## src/rtl/sram_oq_scheduler.sv

```systemverilog
// Shared SRAM port scheduler: arbitrates input writes against round-robin output reads
// and tracks per-queue pointers and occupancy. Optional read anti-starvation: SRAM_OQ_RD_ANTISTARVE_EN.
module sram_oq_scheduler #(
    parameter int NUM_QUEUES     = 5,
    parameter int QUEUE_ID_WIDTH = 3,
    parameter int MEM_ADDR_WIDTH = 19,
    parameter int QUEUE_SIZE     = 104857,
    parameter int WR_BURST_MAX   = 16
) (
    input  logic                                 clk,
    input  logic                                 reset,
    input  logic                                 wr_valid,
    input  logic [QUEUE_ID_WIDTH-1:0]            wr_queue,
    input  logic                                 wr_last,
    input  logic                                 wr_drop,
    output logic                                 wr_ready,
    input  logic [NUM_QUEUES-1:0]                oq_afull,
    output logic [NUM_QUEUES*MEM_ADDR_WIDTH-1:0] free_words,
    output logic [NUM_QUEUES-1:0]                oq_nonempty,
    output logic                                 mem_cmd_valid,
    output logic                                 mem_cmd_we,
    output logic [MEM_ADDR_WIDTH-1:0]            mem_cmd_addr,
    output logic [QUEUE_ID_WIDTH-1:0]            mem_cmd_queue,
    input  logic                                 mem_cmd_ready
);
    localparam int AW = MEM_ADDR_WIDTH;
    localparam int QW = QUEUE_ID_WIDTH;
    localparam logic [AW-1:0] QSIZE = AW'(QUEUE_SIZE);
    localparam logic [AW-1:0] QLAST = AW'(QUEUE_SIZE - 1);

    logic [AW-1:0] head_q  [NUM_QUEUES];
    logic [AW-1:0] head_d  [NUM_QUEUES];
    logic [AW-1:0] tail_q  [NUM_QUEUES];
    logic [AW-1:0] tail_d  [NUM_QUEUES];
    logic [AW-1:0] ctail_q [NUM_QUEUES];
    logic [AW-1:0] ctail_d [NUM_QUEUES];
    logic [AW-1:0] used_q  [NUM_QUEUES];
    logic [AW-1:0] used_d  [NUM_QUEUES];
    logic [AW-1:0] avail_q [NUM_QUEUES];
    logic [AW-1:0] avail_d [NUM_QUEUES];
    logic [AW-1:0] pend_q  [NUM_QUEUES];
    logic [AW-1:0] pend_d  [NUM_QUEUES];
    logic [AW-1:0] free_q  [NUM_QUEUES];
    logic [AW-1:0] free_d  [NUM_QUEUES];

    logic [NUM_QUEUES-1:0] nonempty_q, nonempty_d;
    logic [QW-1:0]         rr_q, rr_d;
    logic                  cmd_valid_q, cmd_valid_d;
    logic                  cmd_we_q, cmd_we_d;
    logic [AW-1:0]         cmd_addr_q, cmd_addr_d;
    logic [QW-1:0]         cmd_queue_q, cmd_queue_d;

    logic                  cmd_free;
    logic                  wq_ok;
    logic                  wr_elig;
    logic [AW-1:0]         wr_used_sel;
    logic [AW-1:0]         wr_addr;
    logic [NUM_QUEUES-1:0] rd_elig;
    logic                  rd_found;
    logic [QW-1:0]         rd_q;
    logic [AW-1:0]         rd_addr;
    logic                  force_rd;
    logic                  wr_grant;
    logic                  rd_grant;
    logic                  drop_act;

    function automatic logic [AW-1:0] ptr_inc(input logic [AW-1:0] p);
        return (p == QLAST) ? '0 : p + 1'b1;
    endfunction

    // Write-side selection: occupancy and absolute address of the addressed queue.
    always_comb begin
        wq_ok       = int'(wr_queue) < NUM_QUEUES;
        wr_used_sel = '0;
        wr_addr     = '0;
        for (int i = 0; i < NUM_QUEUES; i++) begin
            if (wr_queue == QW'(i)) begin
                wr_used_sel = used_q[i];
                wr_addr     = AW'(i * QUEUE_SIZE) + tail_q[i];
            end
        end
        wr_elig = wr_valid && !wr_drop && wq_ok && (wr_used_sel < QSIZE);
    end

    // Round-robin read selection starting at rr_q.
    always_comb begin
        int idx;
        rd_found = 1'b0;
        rd_q     = '0;
        rd_addr  = '0;
        for (int i = 0; i < NUM_QUEUES; i++) begin
            rd_elig[i] = (avail_q[i] != '0) && !oq_afull[i];
        end
        for (int k = 0; k < NUM_QUEUES; k++) begin
            idx = int'(rr_q) + k;
            if (idx >= NUM_QUEUES) idx = idx - NUM_QUEUES;
            if (!rd_found && rd_elig[idx]) begin
                rd_found = 1'b1;
                rd_q     = QW'(idx);
                rd_addr  = AW'(idx * QUEUE_SIZE) + head_q[idx];
            end
        end
    end

`ifdef SRAM_OQ_RD_ANTISTARVE_EN
    localparam int BW = $clog2(WR_BURST_MAX + 1);
    logic [BW-1:0] burst_q, burst_d;

    assign force_rd = (burst_q >= BW'(WR_BURST_MAX)) && rd_found;

    always_comb begin
        burst_d = burst_q;
        if (cmd_free) begin
            if (rd_grant || !rd_found) burst_d = '0;
            else if (wr_grant)         burst_d = burst_q + 1'b1;
        end
    end

    always_ff @(posedge clk or negedge reset) begin
        if (!reset) burst_q <= '0;
        else        burst_q <= burst_d;
    end
`else
    assign force_rd = 1'b0;
`endif

    // Nothing moves while a previously issued command is still waiting for acceptance.
    assign cmd_free = !cmd_valid_q || mem_cmd_ready;
    assign wr_grant = cmd_free && wr_elig && !force_rd;
    assign rd_grant = cmd_free && rd_found && !wr_grant;
    assign drop_act = cmd_free && wr_drop && wq_ok;
    assign wr_ready = wr_grant;

    always_comb begin
        logic is_w, is_r, is_d;
        for (int i = 0; i < NUM_QUEUES; i++) begin
            head_d[i]  = head_q[i];
            tail_d[i]  = tail_q[i];
            ctail_d[i] = ctail_q[i];
            used_d[i]  = used_q[i];
            avail_d[i] = avail_q[i];
            pend_d[i]  = pend_q[i];
            is_w = wr_grant && (wr_queue == QW'(i));
            is_r = rd_grant && (rd_q == QW'(i));
            is_d = drop_act && (wr_queue == QW'(i));
            if (is_w) begin
                tail_d[i] = ptr_inc(tail_q[i]);
                used_d[i] = used_q[i] + 1'b1;
                if (wr_last) begin
                    avail_d[i] = avail_q[i] + pend_q[i] + 1'b1;
                    pend_d[i]  = '0;
                    ctail_d[i] = ptr_inc(tail_q[i]);
                end else begin
                    pend_d[i] = pend_q[i] + 1'b1;
                end
            end
            if (is_d) begin
                tail_d[i] = ctail_q[i];
                used_d[i] = used_q[i] - pend_q[i];
                pend_d[i] = '0;
            end
            // A read on a queue being dropped still retires its committed word.
            if (is_r) begin
                head_d[i]  = ptr_inc(head_q[i]);
                used_d[i]  = used_d[i] - 1'b1;
                avail_d[i] = avail_q[i] - 1'b1;
            end
            free_d[i]     = QSIZE - used_d[i];
            nonempty_d[i] = avail_d[i] != '0;
        end
    end

    always_comb begin
        rr_d        = rr_q;
        cmd_valid_d = cmd_valid_q;
        cmd_we_d    = cmd_we_q;
        cmd_addr_d  = cmd_addr_q;
        cmd_queue_d = cmd_queue_q;
        if (rd_grant) begin
            rr_d = (rd_q == QW'(NUM_QUEUES - 1)) ? '0 : rd_q + 1'b1;
        end
        if (cmd_free) begin
            cmd_valid_d = wr_grant || rd_grant;
            cmd_we_d    = wr_grant;
            cmd_addr_d  = wr_grant ? wr_addr : (rd_grant ? rd_addr : '0);
            cmd_queue_d = wr_grant ? wr_queue : (rd_grant ? rd_q : '0);
        end
    end

    always_ff @(posedge clk or negedge reset) begin
        if (!reset) begin
            for (int i = 0; i < NUM_QUEUES; i++) begin
                head_q[i]  <= '0;
                tail_q[i]  <= '0;
                ctail_q[i] <= '0;
                used_q[i]  <= '0;
                avail_q[i] <= '0;
                pend_q[i]  <= '0;
                free_q[i]  <= QSIZE;
            end
            nonempty_q  <= '0;
            rr_q        <= '0;
            cmd_valid_q <= 1'b0;
            cmd_we_q    <= 1'b0;
            cmd_addr_q  <= '0;
            cmd_queue_q <= '0;
        end else begin
            for (int i = 0; i < NUM_QUEUES; i++) begin
                head_q[i]  <= head_d[i];
                tail_q[i]  <= tail_d[i];
                ctail_q[i] <= ctail_d[i];
                used_q[i]  <= used_d[i];
                avail_q[i] <= avail_d[i];
                pend_q[i]  <= pend_d[i];
                free_q[i]  <= free_d[i];
            end
            nonempty_q  <= nonempty_d;
            rr_q        <= rr_d;
            cmd_valid_q <= cmd_valid_d;
            cmd_we_q    <= cmd_we_d;
            cmd_addr_q  <= cmd_addr_d;
            cmd_queue_q <= cmd_queue_d;
        end
    end

    generate
        for (genvar gi = 0; gi < NUM_QUEUES; gi++) begin : g_free
            assign free_words[gi*AW +: AW] = free_q[gi];
        end
    endgenerate

    assign oq_nonempty   = nonempty_q;
    assign mem_cmd_valid = cmd_valid_q;
    assign mem_cmd_we    = cmd_we_q;
    assign mem_cmd_addr  = cmd_addr_q;
    assign mem_cmd_queue = cmd_queue_q;

endmodule

```

## config.mk

```make
export PLATFORM = sky130hd
export DESIGN_NAME = sram_oq_scheduler
export DESIGN_NICKNAME = d
export VERILOG_FILES = /design/src/rtl/sram_oq_scheduler.sv
export SDC_FILE = /design/constraint.sdc
export NUM_CORES = 2
export LEC_CHECK = 0
export ABC_AREA = 1
export CAP_MARGIN = 20
export CORE_ASPECT_RATIO = 0.75
export CORE_UTILIZATION = 25
export CTS_BUF_LIST = sky130_fd_sc_hd__clkbuf_8
export CTS_CLUSTER_SIZE = 25
export DETAILED_ROUTE_END_ITERATION = 16
export GPL_TIMING_DRIVEN = 0
export PLACE_DENSITY = 0.52
export SYNTH_ARGS = -nofsm -noshare
export SYNTH_HDL_FRONTEND = slang
export SYNTH_SLANG_ARGS = --single-unit
```

## constraint.sdc

```tcl
create_clock -name clk -period 6.5 [get_ports clk]
set_input_delay 1.3 -clock clk [delete_from_list [all_inputs] [get_ports clk]]
set_output_delay 1.3 -clock clk [all_outputs]
set_load 0.005 [all_outputs]
```

# Yosys cells after proc, flatten, opt, wreduce, memory -nomap -nowiden
# Cells that the tools add are included.
[totals] reg_bits=697 input_bits=14 out_inout_bits=125 elab_cells=353
[op_classes] addsub=69 n_mul=5 n_lt_le_gt_ge=17 eq_ne=18 muxes=130 bitwise=5 n_reduce_logical=68
[ops] cell="$mux 19" count=92
[ops] cell="$add 19x1->19 const B" count=25
[ops] cell="$bmux 19 s3" count=5
[ops] cell="$add 19x19->19" count=10
[ops] cell="$eq 19x17->1 const B" count=10
[ops] cell="$reduce_bool 19->1" count=10
[ops] cell="$sub 19x1->19 const B" count=10
[ops] cell="$ge 32x4->1 const B" count=5
[ops] cell="$lt 32x5->1 const B" count=5
[ops] cell="$mul 32x18->19 const B" count=5
[ops] cell="$mux 32" count=5
[ops] cell="$not 32->32" count=5
[ops] cell="$sub 17x19->19 const A" count=5
[ops] cell="$sub 19x19->19" count=5
[ops] cell="$add 19x19->19 const A" count=2
[ops] cell="$logic_and 1x1->1" count=32
[ops] cell="$mux 3" count=8
[ops] cell="$sub 4x3->5 const B" count=4
[ops] cell="$add 17x19->19 const A" count=1
[ops] cell="$add 18x19->19 const A" count=1
[ops] cell="$lt 19x17->1 const B" count=1
[ops] cell="$ge 4x3->1 const B" count=4
[ops] cell="$bmux 1 s3" count=5
[ops] cell="$mux 1" count=15
[ops] cell="other kinds (15)" count=42

# Longest topological paths before layout
[logic_depth] depth_word=23 ltp_mapped=46 depth_no_buf=43

# Least setup slack after synthesis
# Ideal clock, no wire load.
[synth_timing] path_type="register to register" from="register rr_q[1]" to="register cmd_addr_q[18] (netlist: mem_cmd_addr[18])" setup_time_ns=0.124 arrival_ns=6.712 t_required_ns=6.376 slack_ns=-0.337 path_stages_with_launch=41 path_buffers=2 period_less_slack_ns=6.837 path_cell_list="dfrtp_1 -> inv_1 -> ha_1 -> inv_1 -> ha_1 -> a21oi_4 -> inv_2 -> a21oi_2 -> clkbuf_1 -> clkbuf_1 -> ha_1 -> ha_1 -> fa_1 -> ha_1 -> ha_1 -> inv_1 -> fa_1 -> inv_1 -> [... 5 more ...] -> o21ai_0 -> nand2_1 -> a21oi_1 -> o21ai_0 -> a21boi_0 -> or2_2 -> nand2_1 -> a21oi_1 -> nor2_1 -> nor2_1 -> nand2_1 -> nand3_1 -> nand2_1 -> nand2_1 -> nand2_1 -> nand2_1 -> nand2_1 -> nand3_1"
[synth_via] elab_chain_cells=22 elab_cells_between_ends=86 cone_classes="14 x add/sub; 5 x mul; 5 x order compare; 47 x mux; 5 x bitwise; 10 x reduce/logical"
[synth_rtl] element="from (decl)" line="47" source="logic [QW-1:0] rr_q, rr_d;"
[synth_rtl] element="from (signal assigned)" line="218" source="rr_q <= rr_d;"
[synth_rtl] element="branches (longest 20 deep; another with $mul 32x18->19)"
[synth_rtl] element="$mux 19 (*) (2 in a row)" line="185" source="cmd_addr_d = wr_grant ? wr_addr : (rd_grant ? rd_addr : '0);"
[synth_rtl] element="to (signal assigned)" line="221" source="cmd_addr_q <= cmd_addr_d;"
[synth_rtl] element="to (decl)" line="50" source="logic [AW-1:0] cmd_addr_q, cmd_addr_d;"
# Mark *: on every way between the ends. The select of a mux whose other input is x is not followed.
# A chain may end at the register's enable or synchronous reset.

# Worst setup path in the final report
[layout_timing] from="register rr_q[0]" to="register cmd_addr_q[18] (netlist: mem_cmd_addr[18])"
# The elaborated chain is that of the path after synthesis.

==> metrics.json <==
{
  "post_synth_main_area_contributors": "sky130_fd_sc_hd__dfrtp_1 24%, sky130_fd_sc_hd__ha_1 12%, sky130_fd_sc_hd__nand2_1 11%",
  "synth_top_area_frac": 0.237,
  "grt_util_all_layers": 0.194,
  "die-width_um": 606,
  "rr_worst_depth": 43,
  "crit-reg2reg-capture": "mem_cmd_addr[18]$_DFFE_PN0N_",
  "clkLatencyLatePin_ns": 0.90,
  "cts-buffers-inserted": 145,
  "syn_area_per_cell_um2": 7.04,
  "cell_with_the_most_instances_after_synthesis": "sky130_fd_sc_hd__nand2_1",
  "violations": "setup timing",
  "synth-edff-count": 0,
  "dp_hpwl_um": 218000,
  "r2r_setup_slack_ns": -0.46,
  "floorplan.initialDensity": 0.252,
  "timing.final.ws_setup_ns": -0.462,
  "ctsRootBufferMaster": "sky130_fd_sc_hd__clkbuf_8",
  "worst_slew_margin_rel": 0.168,
  "critical_path.endpoint_type": "flop",
  "ys_async_rst_share": 1.00,
  "yosys-top-cells-count": "2029 x sky130_fd_sc_hd__nand2_1, 1464 x sky130_fd_sc_hd__inv_1, 838 x sky130_fd_sc_hd__o21ai_0, 738 x sky130_fd_sc_hd__nor2_1, 647 x sky130_fd_sc_hd__dfrtp_1",
  "cts.sink_count": 692,
  "fraction_of_layout_cells_with_a_size_suffix_above_1": 0.108,
  "core_region_mm2": 0.271,
  "wl_um": 274000,
  "mappedNetlistNets": 10503,
  "critical-path-top-cell-by-count": "sky130_fd_sc_hd__ha_4",
  "ant_nets": 0,
  "yosysWarningCount": 0,
  "critical_path_start_end_classification": "flop to flop",
  "area.sequential_mm2": 0.0174,
  "syn_area_mm2": 0.0683,
  "timing.final.hold_violations": 0,
  "wl_per_cell_um": 19.7,
  "timing.hold.worst.class": "input port to async pin",
  "multi_input_area_mm2": 0.0460,
  "grt_antenna_before_repair": 9,
  "worstMarginPinSlew_ns": 1.25,
  "area_delta_synth_final_pct": 19.3,
  "grt_first_pass_wirelength_um": 408000,
  "ios": 139,
  "placementRows": 165,
  "synth_seq_area_share": 0.254,
  "grt_setup_unrepaired": "true",
  "gr-total-overflow": 0,
  "cts.htree.levels": 4,
  "synth_top_flop_cell": "sky130_fd_sc_hd__dfrtp_1",
  "fillCellCount": 29515,
  "top_fanout_value_on_the_critical_path": 8,
  "synth-seq-cells": 692,
  "crit_slowest_cell": "sky130_fd_sc_hd__fa_1",
  "slew_viol_final": 0,
  "fmax_ghz": 0.144,
  "critical_path_required_time_ns": 7.24,
  "timing.hold.ws_ns": 0.430,
  "total_nets_final": 10980,
  "largest_net_degree_at_the_start_of_global_routing": 100,
  "path_clk_slew_ns": 0.06,
  "first_iter_violations": 6463,
  "cts_tree": "done",
  "clock_buffer_depth": 4,
  "setup_viol": 9,
  "yosysUniqueCellTypes": 77,
  "worstReg2RegStart": "rr_q[0]$_DFFE_PN0P_",
  "synthDominantAreaCellType": "sky130_fd_sc_hd__dfrtp_1",
  "crit_path_max_incr_delay_ns": 0.49,
  "die_area_mm2": 0.275,
  "cap_violations": 0,
  "tns_ns": -2.69,
  "outcome": "complete, but fails checks",
  "number_of_design_rule_violations_left_after_detail_routing": 0,
  "via_count": 67870,
  "global_placer_s_final_weighted_congestion": 1.01,
  "detailedRoute.firstPassIterationCount": 9,
  "number_of_global_route_vias_before_repair": 63666,
  "detail_route.vias_per_cell": 4.89,
  "clock_skew_ns": 0.0830,
  "placement.io_buffers": 136,
  "die_height_um": 455,
  "period_needed_ns": 6.96,
  "postSynthCellCount": 9702,
  "cp_data_arrival_time_ns": 7.71,
  "worst_setup_path_start_kind": "flop",
  "finalCritPeriodShare": 1.07
}
[how the worst max path moves through the flow]
stage          slack (ns)                      endpoint  cells after the start                start
2_1_floorplan       -0.04  mem_cmd_addr[18]$_DFFE_PN0N_                     41  rr_q[0]$_DFFE_PN0P_
3_3_place_gp       -30.25        head_q[67]$_DFFE_PN0P_                      1                reset
3_5_place_dp        -2.55  mem_cmd_addr[17]$_DFFE_PN0N_                     32  rr_q[1]$_DFFE_PN0P_
4_1_cts             -0.47  mem_cmd_addr[17]$_DFFE_PN0N_                     36  rr_q[0]$_DFFE_PN0P_
5_1_grt             -0.73  mem_cmd_addr[15]$_DFFE_PN0N_                     41  rr_q[1]$_DFFE_PN0P_
6_report            -0.46  mem_cmd_addr[18]$_DFFE_PN0N_                     43  rr_q[0]$_DFFE_PN0P_
[repair_timing]
item | in CTS | in global routing
buffers inserted | 125 | 66
pin swaps | 107 | 151
hold buffers | 0 | 0
setup endpoints to repair | 397 | 138
gates cloned | 1 | 1
resized for setup | 420 | 291
[cell usage in the layout, fill, tap and decap left out, drive strengths merged, types with 7 or more instances in the layout]
cell           Yosys  final
a211oi            22     22
a21boi            13     13
a21o              28     28
a21oi            559    559
a221oi            16     16
a22oi             10     10
a31oi             32     32
and2              10     10
and3               7      7
buf               59    267
bufinv             0      8
clkbuf           218    385
clkdlybuf4s50      0    135
clkinv            19     38
clkinvlp           0      8
dfrtp            647    647
dfstp             45     45
fa               158    158
ha               629    629
inv             1501   1536
nand2           2074   2074
nand3            489    489
nand3b            19     19
nand4            163    163
nor2             779    779
nor3             225    225
nor3b             21     21
nor4             111    111
o2111ai            8      8
o211ai           167    167
o21a              17     17
o21ai            870    870
o21bai            42     42
o221ai            29     29
o22ai             92     92
o31ai             18     18
o32ai             25     25
or2               44     44
xnor2            132    132
xor2             376    376
[flip-flops by register name, indices dropped and copies added, names as in the netlist]
name / cells
avail_q: 95
ctail_q: 95
free_words: 95
head_q: 95
pend_q: 95
tail_q: 95
used_q: 90
mem_cmd_addr: 19
oq_nonempty: 5
mem_cmd_queue: 3
rr_q: 3
mem_cmd_valid: 1
mem_cmd_we: 1
[worst max-delay path: cells and delay by family, from the launching register on]
family / cells / cell delay, ns
and+or+nand+nor: 17 / 1.87
AOI/OAI and AO/OA: 10 / 1.57
adders and majority gates: 7 / 2.09
buffers and inverters: 9 / 0.82
DFF: 1 / 0.47
[cell families (layout without fill, tap and decap cells)]
family | Yosys count | after routing | share of synthesized area
flops | 692 | 692 | 0.254
compound gates | 1968 | 1968 | 0.165
other cells | 0 | 4 | 0
mux | 5 | 5 | 0.000751
buf+inv | 1797 | 2377 | 0.101
simple gates | 3945 | 3945 | 0.252
fa+ha+maj | 787 | 787 | 0.161
xor+xnor | 508 | 508 | 0.0656
[through the flow]
stage | std cells | utilization | cell area [um^2] | setup WS (ns)
global placement | 13428 | 0.274 | 74200 | -30.25
floorplan | 9702 | - | 68300 | -0.0431
global route | 13874 | 0.301 | 81500 | -0.730
detailed placement | 13444 | 0.275 | 74500 | -2.55
finish | 13876 | 0.301 | 81600 | -0.462
CTS | 13816 | 0.295 | 80000 | -0.472
[area by class of cell]
type,instances,share of cell area
clock buffer,180,0.0304
antenna,4,0.000123
multi-input combinational,7213,0.564
buffer,273,0.0213
tap,3590,0.0551
sequential,692,0.213
timing repair buffer,334,0.0385
clock inverter,70,0.00634
inverter,1520,0.0709
[metal layers]
layer | part of all wire | up-vias | track usage | wire length, um
met3 | 0.081 | 439 | 0.0376 | 22100
met5 | 0.00031 | - | 0 | 85
met1 | 0.49 | 32030 | 0.294 | 135000
met2 | 0.40 | 2269 | 0.273 | 108000
met4 | 0.031 | 6 | 0.0546 | 8460
li1 | - | 33126 | - | -
Power is not shown: default switching activity piles up to over one toggle a cycle in this logic, so the estimate is an artifact.
